File: src/rtl/seq_mult_mac.sv
// -----------------------------------------------------------------------------
// seq_mult_mac
//   Sequential shift-add multiplier with optional multiply-accumulate.
//   It retires one multiplier bit per cycle and stops as soon as the remaining
//   multiplier bits are all zero. Operands are unsigned or two's complement,
//   selected per transaction. The core multiplies magnitudes, and the FIX state
//   applies the sign of the product.
//
// Ports
//   clk, reset          rising-edge clock; asynchronous active-high reset
//   in_valid/in_ready   operand handshake (in_ready high only in IDLE)
//   a, b                multiplicand / multiplier (WIDTH bits)
//   signed_mode         1 = operands are two's complement
//   acc_en              add this product into the accumulator
//   acc_clr             clear accumulator (and overflow flag) before the add
//   out_valid/out_ready result handshake
//   result              2*WIDTH-bit product
//   acc_out             ACC_W-bit accumulator
//   acc_ovf             sticky accumulator overflow / carry-out flag
//   busy                block is not in IDLE
// -----------------------------------------------------------------------------
module seq_mult_mac #(
    parameter int WIDTH     = 8,
    parameter int ACC_GUARD = 4,
    localparam int ACC_W    = 2*WIDTH + ACC_GUARD
) (
    input  logic               clk,
    input  logic               reset,
    input  logic               in_valid,
    output logic               in_ready,
    input  logic [WIDTH-1:0]   a,
    input  logic [WIDTH-1:0]   b,
    input  logic               signed_mode,
    input  logic               acc_en,
    input  logic               acc_clr,
    output logic               out_valid,
    input  logic               out_ready,
    output logic [2*WIDTH-1:0] result,
    output logic [ACC_W-1:0]   acc_out,
    output logic               acc_ovf,
    output logic               busy
);

    localparam int PW = 2*WIDTH;

    typedef enum logic [1:0] {
        IDLE = 2'd0,
        RUN  = 2'd1,
        FIX  = 2'd2,
        DONE = 2'd3
    } state_t;

    state_t           state_reg;
    logic [PW-1:0]    mcand_reg;
    logic [PW-1:0]    partial_reg;
    logic [PW-1:0]    result_reg;
    logic [WIDTH-1:0] mplier_reg;
    logic             signed_reg;
    logic             acc_en_reg;
    logic             acc_clr_reg;
    logic             neg_reg;
    logic [ACC_W-1:0] acc_reg;
    logic             ovf_reg;
    logic             in_ready_reg;
    logic             out_valid_reg;
    logic             busy_reg;

    // Operand magnitudes. The most negative value maps onto itself, and read
    // as unsigned it is exactly the right magnitude.
    logic [WIDTH-1:0] mag_a;
    logic [WIDTH-1:0] mag_b;

    always_comb begin
        mag_a = (signed_mode && a[WIDTH-1]) ? (WIDTH'(0) - a) : a;
        mag_b = (signed_mode && b[WIDTH-1]) ? (WIDTH'(0) - b) : b;
    end

    // FIX-state datapath: signed product, accumulator base and the add.
    logic [PW-1:0]    fix_result;
    logic [ACC_W-1:0] acc_base;
    logic [ACC_W-1:0] acc_ext;
    logic [ACC_W-1:0] acc_sum;
    logic [ACC_W:0]   sum_wide;
    logic             ovf_base;
    logic             add_ovf;

    always_comb begin
        fix_result = neg_reg ? (PW'(0) - partial_reg) : partial_reg;
        // acc_clr acts before the add, so it zeroes both the base value and
        // the sticky flag that this add's overflow is ORed into.
        acc_base   = acc_clr_reg ? '0 : acc_reg;
        ovf_base   = acc_clr_reg ? 1'b0 : ovf_reg;
        acc_ext    = signed_reg ? ACC_W'($signed(fix_result)) : ACC_W'(fix_result);
        sum_wide   = {1'b0, acc_base} + {1'b0, acc_ext};
        acc_sum    = sum_wide[ACC_W-1:0];
        // Signed overflow: operands of equal sign and a result of the other sign.
        add_ovf    = signed_reg
                   ? ((acc_base[ACC_W-1] == acc_ext[ACC_W-1]) &&
                      (acc_sum[ACC_W-1]  != acc_base[ACC_W-1]))
                   : sum_wide[ACC_W];
    end

    always_ff @(posedge clk or posedge reset) begin
        if (reset) begin
            state_reg     <= IDLE;
            mcand_reg     <= '0;
            partial_reg   <= '0;
            result_reg    <= '0;
            mplier_reg    <= '0;
            signed_reg    <= 1'b0;
            acc_en_reg    <= 1'b0;
            acc_clr_reg   <= 1'b0;
            neg_reg       <= 1'b0;
            acc_reg       <= '0;
            ovf_reg       <= 1'b0;
            in_ready_reg  <= 1'b1;
            out_valid_reg <= 1'b0;
            busy_reg      <= 1'b0;
        end else begin
            case (state_reg)
                IDLE: begin
                    if (in_valid) begin
                        signed_reg   <= signed_mode;
                        acc_en_reg   <= acc_en;
                        acc_clr_reg  <= acc_clr;
                        neg_reg      <= signed_mode && (a[WIDTH-1] ^ b[WIDTH-1]);
                        mcand_reg    <= PW'(mag_a);
                        mplier_reg   <= mag_b;
                        partial_reg  <= '0;
                        in_ready_reg <= 1'b0;
                        busy_reg     <= 1'b1;
                        // A zero operand skips the shift-add loop entirely.
                        state_reg    <= ((mag_a == '0) || (mag_b == '0)) ? FIX : RUN;
                    end
                end

                RUN: begin
                    if (mplier_reg[0]) begin
                        partial_reg <= partial_reg + mcand_reg;
                    end
                    mcand_reg  <= mcand_reg << 1;
                    mplier_reg <= mplier_reg >> 1;
                    // Early exit: the shifted multiplier has no set bits left.
                    if (mplier_reg[WIDTH-1:1] == '0) begin
                        state_reg <= FIX;
                    end
                end

                FIX: begin
                    result_reg <= fix_result;
                    if (acc_en_reg) begin
                        acc_reg <= acc_sum;
                        ovf_reg <= ovf_base | add_ovf;
                    end else if (acc_clr_reg) begin
                        acc_reg <= '0;
                        ovf_reg <= 1'b0;
                    end
                    out_valid_reg <= 1'b1;
                    state_reg     <= DONE;
                end

                DONE: begin
                    if (out_ready) begin
                        out_valid_reg <= 1'b0;
                        in_ready_reg  <= 1'b1;
                        busy_reg      <= 1'b0;
                        state_reg     <= IDLE;
                    end
                end

                default: begin
                    state_reg <= IDLE;
                end
            endcase
        end
    end

    assign in_ready  = in_ready_reg;
    assign out_valid = out_valid_reg;
    assign busy      = busy_reg;
    assign result    = result_reg;
    assign acc_out   = acc_reg;
    assign acc_ovf   = ovf_reg;

endmodule

File: config.mk
export PLATFORM = sky130hd
export DESIGN_NAME = seq_mult_mac
export DESIGN_NICKNAME = d
export VERILOG_FILES = /design/src/rtl/seq_mult_mac.sv
export SDC_FILE = /design/constraint.sdc
export NUM_CORES = 1
export LEC_CHECK = 0
export ABC_CLOCK_PERIOD_IN_PS = 3900
export BUFFER_PORTS_ARGS = -buffer_cell sky130_fd_sc_hd__buf_4
export CORE_MARGIN = 1.5
export CORE_UTILIZATION = 54
export DETAILED_ROUTE_END_ITERATION = 12
export PLACE_DENSITY = 0.79
export SYNTH_ARGS = -nofsm -noshare
export SYNTH_HDL_FRONTEND = slang
export SYNTH_SLANG_ARGS = --single-unit
File: constraint.sdc
create_clock -name clk -period 3.9 [get_ports clk]
set_clock_uncertainty 0.1 [all_clocks]
set_input_delay 0.78 -clock clk [delete_from_list [all_inputs] [get_ports clk]]
set_output_delay 0.78 -clock clk [all_outputs]
set_load 0.005 [all_outputs]
==> flow_summary.json, run 1 <==
{
  "status": "finished, violations left",
  "violations": "negative setup slack",
  "grt_pass1_wl_um": 24900,
  "cts.path.max_buffers": 2,
  "finalSetupViolCount": 3,
  "root_buffer": "clkbuf_8",
  "setup_ws_ns": -0.0742,
  "grt_overflow": 0,
  "ys_ff_latch": 86,
  "vdd_ir_drop_max_mv": 0.353,
  "synth_cells": 660,
  "grtUsageTotal_pct": 27.7,
  "synth.net_count": 724,
  "final_area_mm2": 0.00712,
  "place_congestion": 0.934,
  "wl_met2_um": 7850,
  "dr_wl_met3_um": 921,
  "die_x_um": 106,
  "crit_path_start_kind": "register",
  "critPathKind": "register to register",
  "fin_util_pct": 69.0,
  "final_nets": 823,
  "drtPass1Iterations": 5,
  "syn_area_mm2": 0.00576,
  "worst_pin_slew_ns": 1.09,
  "clk_pin_slew_ns": 0.09,
  "routed_via_density": 5.95,
  "drcViolationCount": 0,
  "cts_tree": "built",
  "detail_route.wl_per_cell_um": 17.5,
  "fill_cells": 765,
  "syn_area_per_cell_um2": 8.73,
  "clock.fmax_ghz": 0.252,
  "highest_layer": "met4",
  "clock-sinks": 86,
  "slew_headroom_pct": 26.9,
  "ys_seq_area_share_pct": 37.4,
  "numCtsBuffers": 9,
  "slew_violations": 0,
  "start_util_pct": 55.8,
  "die_h_um": 106,
  "drv_cap": 0,
  "final_cells": 900,
  "area_delta_synth_final_pct": 23.7,
  "vias": 5354,
  "drt-met1-wl_um": 6520,
  "power.density_mw_per_mm2": 880,
  "synth_edf_count": 0,
  "endpoint_kind": "register",
  "async_flop_share_pct": 100,
  "grt_pass1_vias": 5336,
  "hold_viol": 0,
  "portBuffers": 62,
  "totalWireLength_um": 15700,
  "largest_register_ffs": 20,
  "rsz0062_at_grt": "true",
  "critPathRequiredTime_ns": 4.06,
  "synth_warnings": 0,
  "cp_max_fo": 2,
  "ant_nets": 0,
  "synth_top_flop_cell": "dfrtp_1",
  "worst-endpoint-arrival_ns": 4.13,
  "dp.cells": 864,
  "drive_gt1_share_pct": 22.8,
  "die_area_mm2": 0.0113,
  "fin_crit_sh_pct": 102,
  "synth_cell_types": 64,
  "drt_iter0_drc": 322,
  "num_rows": 37,
  "leakage_nw": 3.42,
  "hpwl_um": 10700,
  "coreArea_mm2": 0.0103,
  "grt_max_degree": 40,
  "post-place-ws_ns": -0.145,
  "layout_min_cycle_time_ns": 3.97,
  "hold_path_class": "input pin to async pin",
  "h-tree-depth": 3,
  "clk_latency_ns": 0.38,
  "placed_area_mm2": 0.00654,
  "ios": 63,
  "antenna_cells": 0,
  "antenna_found_initial": 0
}
[routing by layer]
| metal | global-route usage [%] | up-vias |
|---|---|---|
| li1 | - | 2551 |
| met1 | 34.3 | 2567 |
| met2 | 46.8 | 192 |
| met3 | 5.27 | 44 |
| met4 | 12.4 | 0 |
| met5 | 0 | - |
[logic make-up after synthesis]
kind of cell,after synthesis,share of synthesized area [%]
flops,86,37.4
compound gates,198,22.7
mux,9,1.63
xor+xnor,49,7.45
fa+ha+maj,41,9.17
buf+inv,46,3.02
simple gates,231,18.7
[final timing paths]
check / start / to / depth (start not counted) / slack, ns
worst max-delay path: partial_reg[2] / acc_ovf / 13 / -0.07
worst min-delay path: reset / result[15] / 2 / 0.38
worst max register to register: partial_reg[2] / acc_ovf / 13 / -0.07
worst min register to register: acc_out[2] / acc_out[2] / 2 / 0.40
max in group asynchronous: reset / acc_out[12] / 3 / 2.53
min in group clk: acc_out[2] / acc_out[2] / 2 / 0.40
[cell usage in the layout, fill, tap and decap left out, types with 6 or more instances in the layout]
cell type / count
buf_4: 112
mux2i_1: 6
nand3_1: 10
o21ai_0: 55
nand2_1: 70
dfrtp_1: 84
a21o_1: 13
a21oi_1: 41
nor2_1: 74
clkbuf_8: 10
nor3_1: 13
or3_1: 8
ha_1: 37
xnor2_1: 25
nor2b_1: 21
inv_1: 19
a22o_1: 11
a211oi_1: 8
nand2b_1: 7
xor2_1: 19
o21a_1: 7
[cell type report]
cell class,instances,area [um2],area share [%]
clock buffers,12,145,2.04
clock inverters,4,70.1,0.983
inverters,22,83.8,1.18
multi-input cells,528,3660,51.4
flip-flops and latches,86,2150,30.2
well taps,136,170,2.39
repair buffers,112,841,11.8
[power breakdown]
part	internal, mW	total, mW	switching [mW]
combinational	1.80	3.94	2.14
clock	0.377	0.703	0.326
sequential	1.26	1.63	0.366
total	3.44	6.27	2.83
[synthesized netlist by cell type (13+ instances only)]
| cell | number | share of area [%] |
|---|---|---|
| nor2b_1 | 21 | 2.3 |
| nor3_1 | 13 | 1.1 |
| a21o_1 | 13 | 1.7 |
| nor2_1 | 76 | 5.0 |
| xor2_1 | 21 | 3.2 |
| nand2_1 | 71 | 4.6 |
| o21ai_0 | 61 | 5.3 |
| xnor2_1 | 28 | 4.3 |
| ha_1 | 39 | 8.5 |
| inv_1 | 21 | 1.4 |
| dfrtp_1 | 85 | 37 |
| a21oi_1 | 43 | 3.7 |
| clkbuf_1 | 22 | 1.4 |
[what timing repair did]
action / 4_1_cts / 5_1_grt
hold buffers: 0 / 0
endpoints found under the setup margin: 5 / 7
buffers inserted: 15 / 8
pin swaps: 8 / 24
gates resized for setup: 12 / 32
[critical path, cell delays in order (launching register included)]
cell and delay [ns]:
dfrtp_1 0.38, or4_4 0.53, or3_4 0.41, o31ai_4 0.29
xnor2_2 0.12, ha_4 0.17, or4_4 0.49, a211oi_4 0.28
nor2_1 0.09, nand3_1 0.10, o211ai_1 0.11, a221oi_2 0.31
xnor2_1 0.14, a221o_1 0.34
[stage by stage]
stage	total power, mW	TNS [ns]	hold WS, ns
after global placement	4.74	-0.00732	0.386
after floorplan	3.76	0	0.363
after CTS	5.87	0	0.402
final	6.27	-0.153	0.379
after detailed placement	4.87	-0.544	0.392
after global routing	6.71	-0.541	0.425
No activity file was read; power rests on OpenSTA's default activity.
==> run 2: changes to the inputs <==
Settings changed: MAX_ROUTING_LAYER set to met4, SLEW_MARGIN set to 20.
==> flow_summary.json, run 2 (synthesis gave the netlist of run 1 again) <==
{
  "status": "finished, violations left",
  "violations": "negative setup slack",
  "hold_viol": 0,
  "h-tree-depth": 3,
  "crit_path_start_kind": "register",
  "clk_latency_ns": 0.38,
  "fin_util_pct": 68.3,
  "vdd_ir_drop_max_mv": 0.330,
  "grt_pass1_vias": 5146,
  "place_congestion": 0.939,
  "cp_max_fo": 2,
  "final_cells": 888,
  "antenna_cells": 0,
  "worst-endpoint-arrival_ns": 4.13,
  "dp.cells": 864,
  "grtUsageTotal_pct": 27.5,
  "finalSetupViolCount": 2,
  "worst_pin_slew_ns": 1.07,
  "layout_common_cells": "101 x buf_4, 84 x dfrtp_1, 76 x nor2_1",
  "numCtsBuffers": 9,
  "reg2reg_from": "partial_reg[2]",
  "cp.depth": 13,
  "area_delta_synth_final_pct": 22.5,
  "fin_total_pwr_mw": 6.08,
  "portBuffers": 62,
  "routed_via_density": 5.96,
  "hpwl_um": 10700,
  "fin_crit_sh_pct": 102,
  "drt_iter0_drc": 316,
  "clock-sinks": 86,
  "critPathKind": "register to register",
  "slew_violations": 0,
  "slew_headroom_pct": 28.3,
  "die_h_um": 106,
  "die_area_mm2": 0.0113,
  "ant_nets": 0,
  "hold_path_class": "input pin to async pin",
  "drtPass1Iterations": 5,
  "cts.path.max_buffers": 2,
  "critPathSlowestCell": "or4_4",
  "final_common_cell": "buf_4",
  "antenna_found_initial": 0,
  "vias": 5295,
  "grt_pass1_wl_um": 23900,
  "final_nets": 812,
  "cts_tree": "built",
  "critPathRequiredTime_ns": 4.07,
  "r2r_cells": 13,
  "drv_cap": 0,
  "coreArea_mm2": 0.0103,
  "reg2reg_slack_ns": -0.06,
  "cp_common_cell": "or4_4",
  "power.density_mw_per_mm2": 862,
  "totalWireLength_um": 14900,
  "largest_register_ffs": 20,
  "setup_ws_ns": -0.0609,
  "drcViolationCount": 0,
  "grt_max_degree": 40,
  "layout_min_cycle_time_ns": 3.96,
  "critPathMaxStageDelay_ns": 0.53,
  "crit_chain": "or4_4, or3_4, o31ai_4, xnor2_2, ha_2, or4_4, a211oi_4, nor2_1, nand3_1, o211ai_1, a221oi_2, xnor2_1, a221o_1",
  "leakage_nw": 3.40,
  "reg2reg_to": "acc_ovf",
  "drive_gt1_share_pct": 21.8,
  "crit_family": "simple AND/OR/NAND/NOR gates",
  "whs_ns": 0.359,
  "root_buffer": "clkbuf_8",
  "postCtsHoldBufs": 0,
  "clk_pin_slew_ns": 0.09,
  "clock.fmax_ghz": 0.252,
  "detail_route.wl_per_cell_um": 16.7,
  "endpoint_kind": "register",
  "ios": 63,
  "rsz0062_at_grt": "true",
  "grt_overflow": 0,
  "start_util_pct": 55.8,
  "die_x_um": 106,
  "num_rows": 37,
  "critPathBufInv": 0
}
-- run 2: cell count changes in the layout (fill, tap and decap cells not counted), sizes merged --
cell / change
buf: -11
clkinv: -2
clkbuf: -1
bufinv: +2
-- run 2: metrics by stage --
stage	worst slack [ns]	instance area, um2	setup TNS [ns]
6_report	-0.0609	7060	-0.111
5_1_grt	-0.181	7060	-0.500
4_1_cts	0.0103	6870	0
3_5_place_dp	-0.113	6540	-0.411
3_3_place_gp	-0.000491	6540	-0.000491
2_1_floorplan	0.00522	5770	0
-- run 2: layer usage --
metal	track usage, %	wire length [um]
met1	33.3	6310
met2	45.9	7390
met3	5.82	838
met4	8.69	318
met5	-	0
-- run 2: worst max-delay path by stage --
| stage | from | end | slack (ns) |
|---|---|---|---|
| floorplan | partial_reg[2] | acc_ovf | 0.005 |
| global placement | partial_reg[2] | acc_ovf | -0.0005 |
| detailed placement | partial_reg[0] | acc_out[18] | -0.11 |
| CTS | partial_reg[2] | acc_ovf | 0.01 |
| global route | partial_reg[2] | acc_out[19] | -0.18 |
| finish | partial_reg[2] | acc_ovf | -0.06 |
-- run 2: layout make-up --
type	count	area [um2]
Clock buffer	11	131
Tap cell	136	170
Multi-Input combinational cell	528	3640
Fill cell	795	3270
Timing Repair Buffer	101	758
Clock inverter	4	120
Inverter	22	83.8
Sequential cell	86	2150
-- run 2: worst register-to-register path: cells and delay by family, from the launching register on --
family	cells	cell delay (ns)
DFF	1	0.39
AOI/OAI and AO/OA	5	1.37
and+or+nand+nor	5	1.60
adders and majority gates	1	0.19
xor gates and xnor gates	2	0.22
-- run 2: power breakdown --
| group | switching, mW | internal, mW | leakage (nW) | total [mW] |
|---|---|---|---|---|
| Clock | 0.330 | 0.487 | 0.124 | 0.817 |
| Combinational | 1.99 | 1.66 | 2.17 | 3.64 |
| Sequential | 0.356 | 1.26 | 1.10 | 1.62 |
| Total | 2.67 | 3.41 | 3.40 | 6.08 |
-- run 2: repair_timing --
item | CTS | global route
gates resized for setup | 15 | 29
pin swaps | 7 | 16
setup buffers | 2 | 7
cloned | 0 | 0
setup endpoints to repair | 5 | 6
==> run 3: changes to the inputs <==
Settings changed: ABC_CLOCK_PERIOD_IN_PS 3900 to 3300, SETUP_SLACK_MARGIN set to 0.5, SKIP_LAST_GASP set to 1.
Clock period 3.9 ns to 3.3 ns, I/O delays scaled along.
==> flow_summary.json, run 3 (synthesis gave the netlist of run 1 again) <==
{
  "die_h_um": 106,
  "endpoint_kind": "register",
  "start_util_pct": 55.8,
  "ant_nets": 0,
  "final_cells": 989,
  "worst-endpoint-arrival_ns": 4.59,
  "rsz0062_at_grt": "true",
  "drv_cap": 0,
  "drive_gt1_share_pct": 38.7,
  "final_common_cell": "buf_4",
  "die_area_mm2": 0.0113,
  "fill_cells": 542,
  "postCtsHoldBufs": 0,
  "whs_ns": 0.262,
  "antenna_cells": 0,
  "coreArea_mm2": 0.0103,
  "slew_violations": 0,
  "critPathMaxStageDelay_ns": 0.66,
  "hold_path_class": "input pin to async pin",
  "setup_ws_ns": -1.09,
  "drt_iter0_drc": 875,
  "crit_path_start_kind": "register",
  "final_nets": 912,
  "clock-sinks": 86,
  "slew_headroom_pct": 46.7,
  "dp.cells": 921,
  "place_congestion": 0.997,
  "vdd_ir_drop_max_mv": 0.538,
  "largest_register_ffs": 20,
  "drcViolationCount": 0,
  "routed_via_density": 6.65,
  "antenna_found_initial": 0,
  "drtPass1Iterations": 5,
  "cts.path.max_buffers": 2,
  "leakage_nw": 3.99,
  "area_delta_synth_final_pct": 45.7,
  "grt_overflow": 0,
  "reg2reg_to": "acc_out[18]",
  "h-tree-depth": 3,
  "ios": 63,
  "critPathRequiredTime_ns": 3.50,
  "portBuffers": 62,
  "r2r_cells": 16,
  "critPathKind": "register to register",
  "post-place-ws_ns": -0.579,
  "fin_crit_sh_pct": 133,
  "crit_chain": "or4_4, buf_4, buf_6, o21ai_4, xnor2_2, ha_1, nor3_2, o21ai_2, a2111oi_4, buf_4, o31ai_4, a211oi_2, o22a_1, o21ai_2, a21oi_1, a21oi_1",
  "clk_pin_slew_ns": 0.10,
  "num_rows": 37,
  "root_buffer": "clkbuf_8",
  "numCtsBuffers": 9,
  "totalWireLength_um": 23400,
  "startpoint": "partial_reg[3]",
  "critPathSlowestCell": "a2111oi_4",
  "layout_min_cycle_time_ns": 4.39,
  "power.density_mw_per_mm2": 1170,
  "grt_pass1_wl_um": 29100,
  "violations": "negative setup slack",
  "clk_latency_ns": 0.41,
  "die_x_um": 106,
  "vias": 6580,
  "detail_route.wl_per_cell_um": 23.6,
  "final_area_mm2": 0.00839,
  "worst_pin_slew_ns": 0.795,
  "fin_util_pct": 81.3,
  "grtUsageTotal_pct": 33.9,
  "cts_tree": "built",
  "tns_ns": -8.71,
  "clock.fmax_ghz": 0.228,
  "endpoint": "acc_out[18]",
  "placed_area_mm2": 0.00705,
  "status": "finished, violations left",
  "grt_max_degree": 57,
  "hpwl_um": 11600,
  "reg2reg_slack_ns": -1.09,
  "reg2reg_from": "partial_reg[3]",
  "cp_max_fo": 3,
  "finalSetupViolCount": 12,
  "hold_viol": 0,
  "fin_total_pwr_mw": 9.79,
  "layout_common_cells": "173 x buf_4, 82 x dfrtp_1, 71 x nor2_1",
  "grt_pass1_vias": 6013
}
## run 3: what timing repair did
| action | 4_1_cts | 5_1_grt |
|---|---|---|
| resized for setup | 61 | 100 |
| buffers inserted | 34 | 18 |
| setup endpoints to repair | 18 | 20 |
| pin swaps | 24 | 50 |
## run 3: final cells by class
cell class / count / area (um2) / share of cell area [%]
well taps: 136 / 170 / 2.03
repair buffers: 201 / 1620 / 19.3
inverters: 22 / 88.8 / 1.06
flip-flops and latches: 86 / 2160 / 25.7
clock buffers: 10 / 128 / 1.52
clock inverters: 6 / 62.6 / 0.746
multi-input cells: 528 / 4160 / 49.6
## run 3: worst min path at each step
| stage | from | end | slack, ns | depth (start not counted) |
|---|---|---|---|---|
| floorplan | mplier_reg[1] | mplier_reg[1] | 0.36 | 2 |
| global placement | mplier_reg[4] | mplier_reg[4] | 0.38 | 2 |
| detailed placement | acc_out[3] | acc_out[3] | 0.40 | 2 |
| CTS | reset | result[15] | 0.29 | 2 |
| global route | reset | result[15] | 0.31 | 2 |
| finish | reset | result[15] | 0.26 | 2 |
## run 3: critical path, delay by kind of cell, from the launching register on
kind,cells,cell delay [ns]
DFF,1,0.42
buffers and inverters,3,0.56
adders and majority gates,1,0.27
xor gates and xnor gates,1,0.13
and+or+nand+nor,2,0.72
AOI/OAI and AO/OA,9,2.09
## run 3: per-layer routing
metal	global-route usage, %	share of wire (%)
met1	38.3	34
met2	57.9	47
met3	7.36	10
met4	15.0	8.8
met5	-	0
## run 3: where the power goes
part           switching [mW]  total [mW]  internal [mW]
logic                    3.70        7.03           3.34
registers               0.476        1.97           1.49
clock network           0.433       0.782          0.349
